### config.mk
export PLATFORM = sky130hd
export DESIGN_NAME = uart_tx
export DESIGN_NICKNAME = d
export VERILOG_FILES = /design/src/rtl/uart_tx.sv
export SDC_FILE = /design/constraint.sdc
export NUM_CORES = 1
export LEC_CHECK = 0
export BUFFER_PORTS_ARGS = -buffer_cell sky130_fd_sc_hd__buf_2
export CAP_MARGIN = 10
export CORE_UTILIZATION = 52
export CTS_CLUSTER_SIZE = 28
export DETAILED_ROUTE_END_ITERATION = 12
export MAX_ROUTING_LAYER = met4
export PLACE_DENSITY = 0.7
export SLEW_MARGIN = 20
export SYNTH_ARGS = -nofsm -noshare
export SYNTH_HDL_FRONTEND = slang
export SYNTH_SLANG_ARGS = --single-unit
### constraint.sdc
create_clock -name clk -period 1.71 [get_ports clk]
set_input_delay 0.0855 -clock clk [delete_from_list [all_inputs] [get_ports clk]]
set_output_delay 0.0855 -clock clk [all_outputs]
set_load 0.01 [all_outputs]
### src/rtl/uart_tx.sv
// uart_tx: LSB-first UART transmitter, start/data/[parity]/stop, registered outputs.
// Ports: clk, reset (sync, active-high), tx_start, data_in -> tx, tx_done, busy. Option: UART_TX_PARITY_EN.
module uart_tx #(
  parameter int LEN_DATA     = 8,
  parameter int CLKS_PER_BIT = 868
) (
  input  logic                clk,
  input  logic                reset,
  input  logic                tx_start,
  input  logic [LEN_DATA-1:0] data_in,
  output logic                tx,
  output logic                tx_done,
  output logic                busy
);

  localparam int CW = $clog2(CLKS_PER_BIT);
  localparam int IW = (LEN_DATA > 1) ? $clog2(LEN_DATA) : 1;

  localparam logic [CW-1:0] CNT_MAX = CW'(CLKS_PER_BIT - 1);
  localparam logic [CW-1:0] CNT_PRE = CW'(CLKS_PER_BIT - 2);
  localparam logic [IW-1:0] IDX_MAX = IW'(LEN_DATA - 1);

  typedef enum logic [2:0] {
    IDLE,
    START,
    DATA,
`ifdef UART_TX_PARITY_EN
    PARITY,
`endif
    STOP
  } state_t;

  state_t              state, state_n;
  logic [CW-1:0]       cnt, cnt_n;
  logic [IW-1:0]       idx, idx_n, idx_inc;
  logic [LEN_DATA-1:0] shreg, shreg_n;
  logic                tx_n, done_n, busy_n;
  logic                bit_end;

  assign bit_end = (cnt == CNT_MAX);
  assign idx_inc = idx + 1'b1;

  always_ff @(posedge clk) begin
    if (reset) begin
      state   <= IDLE;
      cnt     <= '0;
      idx     <= '0;
      shreg   <= '0;
      tx      <= 1'b1;
      tx_done <= 1'b0;
      busy    <= 1'b0;
    end else begin
      state   <= state_n;
      cnt     <= cnt_n;
      idx     <= idx_n;
      shreg   <= shreg_n;
      tx      <= tx_n;
      tx_done <= done_n;
      busy    <= busy_n;
    end
  end

  always_comb begin
    state_n = state;
    cnt_n   = cnt;
    idx_n   = idx;
    shreg_n = shreg;
    tx_n    = tx;
    done_n  = 1'b0;
    busy_n  = busy;
    unique case (state)
      IDLE: begin
        tx_n   = 1'b1;
        busy_n = 1'b0;
        cnt_n  = '0;
        idx_n  = '0;
        if (tx_start) begin
          shreg_n = data_in;
          state_n = START;
          tx_n    = 1'b0;
          busy_n  = 1'b1;
        end
      end
      START: begin
        if (bit_end) begin
          cnt_n   = '0;
          idx_n   = '0;
          state_n = DATA;
          tx_n    = shreg[0];
        end else begin
          cnt_n = cnt + 1'b1;
        end
      end
      DATA: begin
        if (bit_end) begin
          cnt_n = '0;
          if (idx == IDX_MAX) begin
`ifdef UART_TX_PARITY_EN
            state_n = PARITY;
            tx_n    = ^shreg;
`else
            state_n = STOP;
            tx_n    = 1'b1;
`endif
          end else begin
            idx_n = idx_inc;
            tx_n  = shreg[idx_inc];
          end
        end else begin
          cnt_n = cnt + 1'b1;
        end
      end
`ifdef UART_TX_PARITY_EN
      PARITY: begin
        if (bit_end) begin
          cnt_n   = '0;
          state_n = STOP;
          tx_n    = 1'b1;
        end else begin
          cnt_n = cnt + 1'b1;
        end
      end
`endif
      STOP: begin
        if (bit_end) begin
          cnt_n = '0;
          idx_n = '0;
          // A request in the tx_done cycle chains straight into the next start bit.
          if (tx_start) begin
            shreg_n = data_in;
            state_n = START;
            tx_n    = 1'b0;
            busy_n  = 1'b1;
          end else begin
            state_n = IDLE;
            tx_n    = 1'b1;
            busy_n  = 1'b0;
          end
        end else begin
          cnt_n  = cnt + 1'b1;
          // Registered pulse: raise it on the edge that enters the final stop cycle.
          done_n = (cnt == CNT_PRE);
        end
      end
      default: begin
        state_n = IDLE;
        tx_n    = 1'b1;
        busy_n  = 1'b0;
      end
    endcase
  end

endmodule

# Word-level counts from Yosys, hierarchy flattened
# Cells that the tools add are included.
# word_totals
elab_cells	65
register_bits	27
in_bits	11
out_inout_bits	3
# classes
muxes	27
bitwise	2
reduce_logical	13
n_eq_ne	13
n_lt_le_gt_ge	1
addsub	2
# op_table
cell	count
two-way mux 3 bit	8
== test 10 bit (second input constant)	2
one-hot mux 10 bit (2 select lines)	1
two-way mux 8 bit	2
one-hot mux 8 bit (2 select lines)	1
!= test 2 bit (second input constant)	6
one-hot mux 3 bit (4 select lines)	1
adder 10 x 1 -> 10 bit (second input constant)	1
two-way mux 10 bit	1
two-way mux 1 bit	9
one-hot mux 3 bit (3 select lines)	1
== test 3 x 2 -> 1 bit (second input constant)	2
OR reduction 3 bit	2
AND reduction 5 bit	1
< comparator 3 x 4 -> 1 bit (second input constant)	1
one-hot mux 1 bit (4 select lines)	1
AND reduction 2 bit	2
AND reduction 4 bit	1
nonzero test 2 bit	2
OR reduction 2 bit	2
adder 3 x 1 -> 3 bit (second input constant)	1
binary-select mux 1 bit (select 3 bit)	1
== test 3 x 1 -> 1 bit (second input constant)	1
== test 3 bit (second input constant)	1
other kinds (6)	7

# Depth between registers and ports, before layout
# logic_depth
ltp_word	6
ltp_mapped	7
ltp_nobuf	6

# Least setup slack after synthesis
# OpenSTA, ideal clock, no wires.
# synth_path
kind	register to register
from	reg state[0]
to	reg state[0]
path_buffers	1
t_arrival_ps	1569
setup_time_ps	132
synth_period_minus_slack_ps	1700
setup_slack_ps	10
path_stages_with_launch	8
required_time_ps	1578
cell_sequence	dfxtp_1 -> inv_1 -> ha_1 -> clkbuf_1 -> nor3_1 -> a31oi_2 -> a2111oi_0 -> nor3_1
# synth_via
elab_chain_len	3
elab_cells_between_ends	11
cone_classes	eq/ne: 8; mux: 1; reduce/logical: 2
# synth_lines
item	line_no	source
from (decl)	33	state_t state, state_n;
from (signal assigned)	53	state <= state_n;
== test 3 x 2 -> 1 bit (tied with other cells)	71	unique case (state)
!= test 2 bit (no source line)	n/a	
AND reduction 5 bit (no source line)	n/a	
# Several ways; a longest one is shown, not always the timed one.
# A chain may end at the register's enable or synchronous reset.

# Worst setup path in the final report
# layout_path
from	reg idx[1]
to	reg tx
# layout_via
elab_chain_len	6
elab_cells_between_ends	7
cone_classes	add/sub: 1; eq/ne: 1; mux: 5
# layout_lines
item	line_no	source
from (decl)	35	logic [IW-1:0] idx, idx_n, idx_inc;
from (signal assigned)	55	idx <= idx_n;
adder 3 x 1 -> 3 bit	41	assign idx_inc = idx + 1'b1;
binary-select mux 1 bit (select 3 bit)	107	tx_n = shreg[idx_inc];
two-way mux 1 bit (not written as such)	107	
two-way mux 1 bit (*)	97	if (idx == IDX_MAX) begin
two-way mux 1 bit (*)	95	if (bit_end) begin
one-hot mux 1 bit (4 select lines) (*)	71	
to (signal assigned)	57	tx <= tx_n;
to (decl)	11	output logic tx,
# Every way passes the cells marked *; elsewhere a longest branch is shown, timed or not. The select of a mux whose other input is x is not followed.

==> qor.csv <==
metric,value,unit
grt_start_max_net_pins,35,
leakagePower,0.740,nW
die-area,3110,um2
fin_ws,0.0907,ns
r2r_end,tx,
rr_worst_depth,5,
postSynthCellCount,166,
die_w,55.8,um
synth.avg_cell_area,9.07,um2
hold_ws,0.0145,ns
cts.path.max_buffers,2,
yosys.area_share.xor_xnor,0,%
drive_gt1_share,28.9,%
status,"finished, final reports clean",
final.min_clock_period,1.62,ns
start_util,54.6,%
synth_top_family_by_area,simple AND/OR/NAND/NOR gates,
critPathLaunchType,flip-flop,
path_class,reg2reg,
crit_path_end_kind,flip-flop,
synth_common_cells,"dfxtp_1, nand2b_1, a21oi_1, mux2i_1, nand2_1",
register_area,527,um2
synth-simple-area-share,22.5,%
synth_cell_types,41,
place_congestion,0.836,
drc,0,
io_buffers,13,
vdd.ir_drop.worst,0.000957,V
yosysSeqAreaShare,34.6,%
ys_seq_elements,26,
multi_input_area,962,um2
dp_hpwl,2330,um
drtPass1Iterations,4,
clkSlewWorstSetupHoldPaths,0.15,ns
min_from,data_in[4],
fin_crit_sh,94.7,%
synth_area_leaders,"dfxtp_1, mux2i_1, nand2b_1, ha_1, a21oi_1",
drv_slew,0,
cts_tree,built,
hold_class,in2reg,
avgRoutedWirePerCell,15.1,um
async_flop_share,0,%
core,2760,um2
clock_latency,0.33,ns
yosysTopAreaCell,dfxtp_1,
hold_viol_final,0,
antennaDiodeCount,0,
critPathArrivalTime,1.86,ns
overflow,0,
yosysMostFrequentCell,dfxtp_1,
fp.dieH,55.8,um
via_per_inst,5.88,
detailroute.via_count,1364,
synth_fa_ha_area_share,7.48,%
htree_levels,1,
synth.mux.area_fraction,9.48,%
synth-edff-count,0,
grt_pass1_wl,5560,um
yosys_most_used_dff,dfxtp_1,
numCtsBuffers,3,
fin_skew,0.00190,ns
grt_pass1_vias,1272,
synth_compound_area_share,20.4,%
antenna_found_initial,0,
clock_sinks,26,
clockRootBuffer,clkbuf_4,
worstPathRequired,1.95,ns
syn_area,1510,um2
hold_end,shreg[4],
path_max_fanout,5,
track_usage,23.0,%
postRouteAntennaNets,0,
final_nets,222,
fmax,0.618,GHz
synth_fp_nets,186,
pre_cts_ws,-0.0867,ns
r2r_start,idx[1],
pin_count,14,
slew_headroom,64.1,%
synth.top_cell.area_share,34.6,%
post-route-util,69.3,%
area_growth,27.0,%
max_cap_violations,0,
drt_iter0_drc,40,
rows,19,
r2r_slack,0.09,ns
p_per_area,1300,nW/um2
routed_wl,3500,um
worst_pin_slew,0.538,ns
setup_viol,0,
min_path_cells,3,
synth_warnings,0,
n_fill_cell,216,
## cell type report
cell class / count / area share (%)
Clock inverter: 1 / 1.57
Sequential cell: 26 / 27.6
Clock buffer: 3 / 1.18
Timing Repair Buffer: 41 / 16.0
Tap cell: 31 / 2.03
Multi-Input combinational cell: 123 / 50.3
Inverter: 7 / 1.37
## worst max-delay path by stage
| stage | startpoint | endpoint | slack [ns] | cells after the start |
|---|---|---|---|---|
| after CTS | state[1] | cnt[9] | 0.02 | 5 |
| after detailed placement | state[0] | state[0] | -0.09 | 6 |
| after global routing | state[0] | idx[1] | -0.008 | 7 |
| final | idx[1] | tx | 0.09 | 5 |
| after floorplan | state[0] | state[0] | 0.01 | 7 |
| after global placement | idx[0] | tx | 0.02 | 5 |
## sequential cells by signal, indices dropped and copies added, names as in the netlist
register  cells
busy          1
cnt          10
idx           3
shreg         8
state         2
tx            1
tx_done       1
## cells in the final DEF (no fill, tap or decap), drive strengths merged, types with 5 or more instances in the layout
cell and n:
buf 34, dfxtp 26, nand2b 19, a21oi 16, mux2i 12, nand2 10
ha 9, inv 7, nor2 7, dlygate4sd3 7, a311oi 6, o21ai 6
a31oi 5
## logic make-up after synthesis
family	count (synthesis)
and+or+nand+nor	58
buffers and inverters	18
muxes	13
adders and majority gates	9
DFF	26
AOI/OAI and AO/OA	42
## where the power goes
group	total (mW)	internal, mW	switching, mW
Combinational	1.26	0.601	0.661
Sequential	0.781	0.709	0.0716
Clock	0.437	0.237	0.200
## metrics by stage
| step | instance area, um2 | TNS, ns | instances | power (mW) |
|---|---|---|---|---|
| floorplan | 1510 | 0 | 166 | 1.51 |
| global placement | 1690 | 0 | 216 | 1.78 |
| detailed placement | 1690 | -0.172 | 216 | 1.83 |
| CTS | 1850 | 0 | 229 | 2.34 |
| global route | 1910 | -0.00832 | 232 | 2.62 |
| finish | 1910 | 0 | 232 | 2.48 |
## critical path, cell delays in order, from the launching register on
cell      delay [ns]
dfxtp_2         0.37
ha_4            0.31
mux2i_1         0.19
mux4_2          0.26
a21oi_1         0.07
a2111o_1        0.33
## routing by layer
| metal | part of all wire, % | GRT usage (%) | up-vias | wire [um] |
|---|---|---|---|---|
| li1 | - | - | 680 | - |
| met1 | 46 | 28.4 | 653 | 1600 |
| met2 | 50 | 38.9 | 25 | 1760 |
| met3 | 2.3 | 2.09 | 6 | 82 |
| met4 | 1.6 | 9.29 | 0 | 57 |
| met5 | 0 | - | - | 0 |
## what timing repair did
item                                    in CTS  in global routing
hold buffers                                 7                  0
resized for setup                            5                 11
buffers inserted                             2                  2
endpoints found under the setup margin       5                 11
pin swaps                                    0                  3
endpoints found under the hold margin        7                  0
cloned                                       0                  1
Power figures use the tool's default switching activity.
